**config.mk**
```make
export PLATFORM = sky130hd
export DESIGN_NAME = instruction_fetch_unit
export DESIGN_NICKNAME = d
export VERILOG_FILES = /design/src/rtl/instruction_fetch_unit.sv
export SDC_FILE = /design/constraint.sdc
export NUM_CORES = 1
export LEC_CHECK = 0
export ABC_AREA = 0
export ABC_CLOCK_PERIOD_IN_PS = 6550
export CAP_MARGIN = 5
export CELL_PAD_IN_SITES_DETAIL_PLACEMENT = 1
export CELL_PAD_IN_SITES_GLOBAL_PLACEMENT = 2
export CORE_UTILIZATION = 34
export CTS_BUF_LIST = sky130_fd_sc_hd__clkbuf_4 sky130_fd_sc_hd__clkbuf_8
export DETAILED_ROUTE_END_ITERATION = 10
export GPL_ROUTABILITY_DRIVEN = 0
export PLACE_DENSITY_LB_ADDON = 0.1
export SYNTH_ARGS = -nofsm -noshare
export SYNTH_HDL_FRONTEND = slang
export SYNTH_SLANG_ARGS = --single-unit
```
**constraint.sdc**
```tcl
create_clock -name clk -period 6.55 [get_ports clk]
set_clock_uncertainty 0.1 [all_clocks]
set_input_delay 1.31 -clock clk [delete_from_list [all_inputs] [get_ports clk]]
set_output_delay 1.31 -clock clk [all_outputs]
set_load 0.1 [all_outputs]
```
**src/rtl/instruction_fetch_unit.sv**
```systemverilog
// instruction_fetch_unit: fetch_pc register feeding a 2-entry {pc, instruction}
// prefetch FIFO toward decode. Redirects flush the queue and restart fetch.
// Optional feature macro: FETCH_MISALIGN_TRAP_EN. When it is defined, a misaligned
// redirect raises a sticky fetch_fault and halts fetch. When it is undefined,
// the low two bits of redirect_pc are forced to zero.
module instruction_fetch_unit #(
   parameter logic [31:0] RESET_PC = 32'h0000_0000
) (
   input  logic        clk,
   input  logic        reset,
   output logic [31:0] program_counter,
   input  logic [31:0] instruction_in,
   input  logic        redirect_valid,
   input  logic [31:0] redirect_pc,
   output logic        instr_valid,
   input  logic        instr_ready,
   output logic [31:0] instr_out,
   output logic [31:0] instr_pc,
   output logic        fetch_fault
);

   typedef struct packed {
      logic [31:0] pc;
      logic [31:0] instr;
   } fetch_entry_t;

   fetch_entry_t q [2];
   logic         rd_ptr;
   logic         wr_ptr;
   logic [1:0]   count;
   logic [31:0]  fetch_pc;
   logic         fault_q;
   logic         pop;
   logic         push;
   logic [31:0]  redirect_target;
   logic         redirect_bad;

`ifdef FETCH_MISALIGN_TRAP_EN
   // Keep the raw target; a misaligned target parks the unit in fault.
   assign redirect_target = redirect_pc;
   assign redirect_bad    = (redirect_pc[1:0] != 2'b00);
`else
   // Silently word-align the target; the fault never fires.
   assign redirect_target = redirect_pc & 32'hFFFF_FFFC;
   assign redirect_bad    = 1'b0;
`endif

   // A redirect wins over everything. A pop in the same cycle is dropped,
   // and no push happens in that cycle.
   assign pop  = instr_valid & instr_ready & ~redirect_valid;
   assign push = ~redirect_valid & ~fault_q & ((count != 2'd2) | pop);

   assign program_counter = fetch_pc;
   assign instr_valid     = (count != 2'd0);
   assign instr_out       = instr_valid ? q[rd_ptr].instr : 32'h0;
   assign instr_pc        = instr_valid ? q[rd_ptr].pc    : 32'h0;
   assign fetch_fault     = fault_q;

   // Fetch PC, queue pointers/occupancy and fault flag; the redirect flushes the queue.
   always_ff @(posedge clk or posedge reset) begin
      if (reset) begin
         fetch_pc <= RESET_PC;
         count    <= 2'd0;
         rd_ptr   <= 1'b0;
         wr_ptr   <= 1'b0;
         fault_q  <= 1'b0;
      end else if (redirect_valid) begin
         fetch_pc <= redirect_target;
         count    <= 2'd0;
         rd_ptr   <= 1'b0;
         wr_ptr   <= 1'b0;
         fault_q  <= redirect_bad;
      end else begin
         if (push) begin
            fetch_pc <= fetch_pc + 32'd4;
            wr_ptr   <= ~wr_ptr;
         end
         if (pop)
            rd_ptr <= ~rd_ptr;
         count <= count + {1'b0, push} - {1'b0, pop};
      end
   end

   // Queue storage: capture the memory word for the current fetch address.
   always_ff @(posedge clk or posedge reset) begin
      if (reset) begin
         for (int i = 0; i < 2; i++)
            q[i] <= '0;
      end else if (push) begin
         q[wr_ptr] <= '{pc: fetch_pc, instr: instruction_in};
      end
   end

endmodule
```
# Word level (Yosys, flattened, before mapping)
# Index checks and enable logic that the tools add are counted.
[word_totals] mem_bits_ro=0 in_bits=68 latchBits=0 ramBits=0 out_inout_bits=98 register_bits=164 mem_count=0
[classes] n_lt_le_gt_ge=3 n_div=0 bitwise_logic=9 mul=0 muxes=15 reduce_logical=4 eq_ne=1 shift=0 addsub=3
[ops] operator="64-bit 2-to-1 mux" n=4
[ops] operator="128-bit bitwise mux" n=1
[ops] operator="32-bit 2-to-1 mux" n=4
[ops] operator="64-bit demux with 1-bit select" n=1
[ops] operator="32-bit by 3-bit adder with 32-bit output, second input constant" n=1
[ops] operator="2-bit nonzero test" n=3
[ops] operator="2-bit greater-or-equal comparator, second input constant" n=2
[ops] operator="1-bit 2-to-1 mux" n=4
[ops] operator="1-bit inverter with 2-bit output" n=2
[ops] operator="1-bit bitwise AND" n=3
[ops] operator="1-bit inverter" n=3
[ops] operator="2-bit by 1-bit adder with 2-bit output" n=1
[ops] operator="2-bit by 1-bit < comparator with 1-bit output, second input constant" n=1
[ops] operator="2-bit 2-to-1 mux" n=1
[ops] operator="2-bit != test, second input constant" n=1
[ops] operator="2-bit by 1-bit subtractor with 2-bit output" n=1
[ops] operator="1-bit logical AND" n=1
[ops] operator="1-bit bitwise OR" n=1

# Logic depth before layout (Yosys ltp)
[depth] word_depth=8 depth_mapped=9 mapped_depth_nobuf=9

# Least setup slack after synthesis
# OpenSTA, ideal clock, no wires.
[synth_timing] path_kind="register to output" start="register rd_ptr" end="output port instr_out[0]" arrival_ps=2476 setup_slack_ps=2664 path_stages_with_launch=5 path_cell_list="dfrtp_1 > clkbuf_1 > buf_1 > mux2i_1 > nor2_1"
[synth_via] elab_chain_cells=5
[synth_lines] element="start: declaration" line_no="28" rtl="logic rd_ptr;"
[synth_lines] element="start signal: assignment" line_no="79" rtl="rd_ptr <= ~rd_ptr;"
[synth_lines] element="1-bit inverter with 2-bit output (implied by the code)" line_no="55" rtl="assign instr_out = instr_valid ? q[rd_ptr].instr : 32'h0;"
[synth_lines] element="64-bit 2-to-1 mux (3 in series)"
[synth_lines] element="32-bit 2-to-1 mux" line_no="55"
[synth_lines] element="end: declaration" line_no="17" rtl="output logic [31:0] instr_out,"
# No other way between the ends. The select of a mux whose other input is x is not followed.

# Worst setup path after layout
[layout_timing] start="register rd_ptr" end="output port instr_pc[23]"
[layout_via] elab_chain_cells=5
[layout_lines] element="1-bit inverter with 2-bit output (implied by the code)" line_no="56" rtl="assign instr_pc = instr_valid ? q[rd_ptr].pc : 32'h0;"
[layout_lines] element="64-bit 2-to-1 mux (implied by the code) (3 in series)" line_no="56"
[layout_lines] element="32-bit 2-to-1 mux" line_no="56"
[layout_lines] element="end: declaration" line_no="18" rtl="output logic [31:0] instr_pc,"
# No other way between the ends. The select of a mux whose other input is x is not followed.

==> results.toml <==
[outcome]
status = "complete, no violations"

[synthesis]
synth_top_area_share_pct = 50.9
async_flop_share_pct = 100
ys_types = 49
syn_avg_cell_area_sq_um = 11.7
synth_top_cell_by_area = "dfrtp_1"
synth-seq-area-share_pct = 50.9
synthesis.area_sq_um = 7770
synthCells = 662
ys_seq_elements = 158
synth.area.top_cells = "dfrtp_1 (51%), mux2_2 (18%), mux2i_1 (8.1%)"
synth_ff_type = "dfrtp_1"
synthTopCellsByCount = "dfrtp_1 (158), mux2_2 (124), nor2_1 (87)"
synth_edf_count = 0
yosysWarnings = 0
yosysMostFrequentCell = "dfrtp_1"

[die]
start_util_pct = 35.2
io-pin-count = 166
core_region_area_sq_um = 22100
rows = 54
die_h_um = 153
dieArea_sq_um = 23500
die_w_um = 153

[timing]
hold_ws_ns = 0.409
final_max_slew_viol_count = 0
max_freq_mhz = 210
fin_crit_ns = 4.77
relSlewSlack_pct = 23.3
setup_ws_ns = 1.78
hold_violations = 0
finalSetupTns_ns = 0
rsz0062_at_grt = "false"
period_share_pct = 72.9
worstMarginPinSlew_ns = 1.15
setup_viol = 0

[clocking]
cts_sinks = 158
cts_buffer_depth = 2
cts_tree = "yes"
clk_latency_ns = 0.44
cts.clk_slew.worst_paths_ns = 0.08
cts_resized = 0
post-cts-setup-buffers = 0
cts_made_buffers = 17
root_buffer = "clkbuf_8"
htree_levels = 4
cts_hold_buffers = 0

[layout]
antenna_cells = 0
regArea_sq_um = 3960
nNetsFinal = 871
synthToLayoutAreaGrowth_pct = 28.0
multi_input_area_sq_um = 3550
drive_gt1_share_pct = 21.6
fill_cells = 2336
layoutNonFillerInstCount = 1093

[critical_path]
ff2ff_path_depth = 5
cp.required_ns = 5.14
critPathLaunchType = "register"
cp.arrival_ns = 3.36
critical_path.cell_chain = "buf_4 > mux2i_1 > nor2_1 > clkdlybuf4s50_1"
worstSetupPathType = "register to primary output"
endpoint_kind = "primary output"
worstPathMaxFanout = 51
critPathMaxStageDelay_ns = 1.15
slowest_stage = "clkdlybuf4s50_1"

[pwr]
leakagePower_nw = 3.84
vdd_drop_max_uv = 307
cellPowerDensity_nw_per_um2 = 521

[placement]
dp_cells = 1061
portBuffers = 158
place_ws_ns = 2.15
dpl.hpwl_um = 13900

[drt]
wl_um = 21000
dr.pass1.iters = 4
drt_iter0_drc = 198
viasPerCell = 5.21
wl_per_cell_um = 19.2
drcViolationCount = 0
vias = 5694
ant_nets = 0

[grt]
grt_start_max_net_pins = 109
grt_overflow = 0
antenna_found_initial = 0
grt_usage_pct = 18.8
grt_first_pass_wirelength_um = 34800
grt_pass1_vias = 6310

[hold_path]
hold_path_class = "register to register"
whs_path_depth = 1

[run]
cap_viol_max_count = 0
==> area by class of cell <==
| cell class | count | area share, % |
|---|---|---|
| clock buffers | 19 | 2.63 |
| clock inverters | 13 | 1.31 |
| inverters | 8 | 0.352 |
| multi-input cells | 450 | 35.7 |
| flip-flops and latches | 158 | 39.8 |
| well taps | 280 | 3.52 |
| repair buffers | 165 | 16.7 |
==> registers in the layout, indices dropped and copies added, names as in the netlist <==
signal,cells
program_counter,30
wr_ptr,1
count,2
rd_ptr,1
q,124
==> through the flow <==
step	total power, mW	instance area, sq um	utilization (%)
after floorplan	3.83	7780	-
after global placement	4.44	9550	43.2
after detailed placement	4.52	9550	43.2
after CTS	5.26	9940	45.0
after global routing	5.44	9940	45.0
final	5.18	9940	45.0
==> routing by layer <==
layer	GRT usage [%]	up-vias	share of wire [%]
li1	-	2654	-
met5	0	-	0
met4	5.44	0	1.2
met1	25.3	2897	47
met2	30.9	127	48
met3	3.37	16	3.8
==> report_power, final <==
part	total, mW	internal (mW)	switching, mW
clock	0.721	0.329	0.392
sequential	1.62	1.34	0.282
combinational	2.84	0.856	1.98
==> critical path, delay by kind of cell, from the launching register on <==
| kind | cells | cell delay [ns] |
|---|---|---|
| buf+inv | 2 | 1.56 |
| mux | 1 | 0.12 |
| flops | 1 | 1.12 |
| simple gates | 1 | 0.11 |
==> cells by family (layout without fill, tap and decap cells) <==
kind of cell,after synthesis,in the layout,share of synthesized area (%)
XOR/XNOR,10,10,1.13
multiplexers,187,187,26.1
AO/OA/AOI/OAI,62,62,5.62
flip-flops,158,158,50.9
buffers and inverters,58,205,3.90
adder cells (fa/ha/maj),3,3,0.483
AND/OR/NAND/NOR,183,183,11.8
other,1,5,0.0483
==> cell usage in the layout, fill, tap and decap left out, types with 7 or more instances in the layout <==
cell type,instances
xor2_1,8
mux2_2,124
a31oi_1,13
clkdlybuf4s50_1,158
o31ai_1,12
dfrtp_1,157
nand2_1,19
clkbuf_8,19
mux2i_1,63
nor2_1,84
nor2b_1,8
o21ai_0,11
nand3_1,16
inv_1,7
or4_1,9
nand4_1,12
==> worst paths after layout <==
path | start | to | slack, ns
max reg2reg | count[0]$_DFF_PP0_ | q[49]$_DFFE_PP0P_ | 3.66
min | q[22]$_DFFE_PP0P_ | q[22]$_DFFE_PP0P_ | 0.41
min in group asynchronous | reset | q[84]$_DFFE_PP0P_ | 1.38
max | rd_ptr$_DFFE_PP0P_ | instr_pc[23] | 1.78
min reg2reg | q[22]$_DFFE_PP0P_ | q[22]$_DFFE_PP0P_ | 0.41
max in group asynchronous | reset | q[9]$_DFFE_PP0P_ | 3.65
No activity file was read; power rests on OpenSTA's default activity.
==> RTL change (same flow settings) <==
Build with the macro `FETCH_MISALIGN_TRAP_EN` defined.
--- a/src/rtl/instruction_fetch_unit.sv
+++ b/src/rtl/instruction_fetch_unit.sv
@@ -4,4 +4,6 @@
 // redirect raises a sticky fetch_fault and halts fetch. When it is undefined,
 // the low two bits of redirect_pc are forced to zero.
+`define FETCH_MISALIGN_TRAP_EN
+
 module instruction_fetch_unit #(
    parameter logic [31:0] RESET_PC = 32'h0000_0000
Behaviour: not the same (Yosys sat finds a counterexample within 4 cycles, from zero or initial values and one cycle with reset high).
==> RTL change against the unedited design <==
Cell area increased by 1.4%. Non-clock buffer count increased by 7. Setup slack improved by 30 ps. Total power decreased by 26%. Critical endpoint is now instr_pc[18]. Synthesized area decreased by 0.24%. Combinational power decreased by 49%. Wire length increased by 0.75%. Sequential share of layout area increased by 1.2 points. Highest routed layer unchanged. Sequential power decreased by 4%. Sequential cell count increased by 7.
==> RTL change: results (changes against the unedited design) <==
* # H-tree levels at 4 (unchanged)
* Crit-path max FO at 48 (-5.9%)
* Status: complete, no violations
* Ys async rst share at 1.00 (unchanged)
* Worst-case clock buffer depth at 2 (unchanged)
* Layout cell share with drive strength beyond 1 at 0.217 (+0.000696)
* CP max stage delay at 1150 ps (about the same)
* Post-DR vias/cell at 5.20 (about the same)
* Cts bufs inserted at 17 (unchanged)
* Ranking of synthesized cells by area: dfrtp_1 (53%), mux2_2 (18%), mux2i_1 (8.3%), nor2_1 (3.9%), nand2_1 (2.1%)
* Clock Latency Late Sink at 460 ps (+20 ps)
* DRT iter0 DRCs at 181 (-8.6%)
* Worst Hold Path Cells at 2 (+1)
* Vias in the first global route at 6266 (-0.70%)
* Total Wirelength at 21200 um (+0.75%)
* Global-route wire length before repair at 34700 um (-0.20%)
* Maximum VDD drop at 130 uV (-58%)
* Synth top cells by count: dfrtp_1 (165), mux2_2 (125), nor2_1 (81)
* Post-CTS setup repair buffer count at 0 (unchanged)
* Net count after synthesis at 722
* Top FF cell, synth: dfrtp_1
* Post-synthesis sequential area ratio at 0.533 (+0.0238)
* Worst relative slew slack at 0.305 (+0.0726)
* Initial antenna violation count at 0 (unchanged)
* Drt pass-1 iters at 4 (unchanged)
* HP Class: register to register
* Yosys cell types at 43 (-12%)
* Largest net degree at the start of global routing at 70 (-36%)
* DP HPWL at 14100 um (+1.5%)
* Yosys warns at 0 (unchanged)
* Pleak at 4.09 nW (+6.6%)
* Max reg flops at 128 (+3.2%)
* Port Buffers at 165 (+4.4%)
* All-layer global routing usage at 0.189 (+0.000536)
* Post-layout net count at 873 (+0.23%)
## RTL change: where the power goes
group	internal [mW]	switching, mW
Clock	0.400	0.416
Sequential	1.33	0.219
Combinational	0.512	0.941
Total	2.25	1.58
## RTL change: logic make-up after synthesis
kind of cell	synth area share
fa+ha+maj	0.00484
compound gates	0.0560
xor+xnor	0.00452
mux	0.264
buf+inv	0.0299
simple gates	0.108
flops	0.533
## RTL change: critical path, delay by kind of cell (launching register included)
| kind | cells | cell delay (ps) |
|---|---|---|
| buffers and inverters | 2 | 1620 |
| DFF | 1 | 1020 |
| muxes | 1 | 130 |
| and+or+nand+nor | 1 | 100 |
## RTL change: layout make-up
| cell class | count | area [um^2] |
|---|---|---|
| Multi-Input combinational cell | 436 | 3410 |
| Clock buffer | 18 | 248 |
| Timing Repair Buffer | 172 | 1710 |
| Tap cell | 280 | 350 |
| Sequential cell | 165 | 4130 |
| Inverter | 10 | 42.5 |
| Fill cell | 2343 | 12000 |
| Clock inverter | 14 | 186 |
## RTL change: worst paths after layout
kind | from | end | slack, ps
setup reg to reg | count[0] | q[2] | 3910
min in group asynchronous | reset | q[93] | 1140
max in group asynchronous | reset | rd_ptr | 3870
hold reg to reg | q[43] | q[43] | 400
hold / removal | q[43] | q[43] | 400
setup / recovery | rd_ptr | instr_pc[18] | 1810
## RTL change: stage by stage
stage          utilization  cell area, um^2  cells  setup WS, ps
2_1_floorplan            -             7750    651           678
3_3_place_gp         0.437             9650   1063          2250
3_5_place_dp         0.437             9650   1063          2240
4_1_cts              0.456            10100   1095          1720
5_1_grt              0.456            10100   1095          1580
6_report             0.456            10100   1095          1810
## RTL change: layer usage
layer	track usage	routed length, um
met3	0.0428	914
met1	0.249	9530
met5	0	0
met4	0.0476	212
met2	0.313	10500
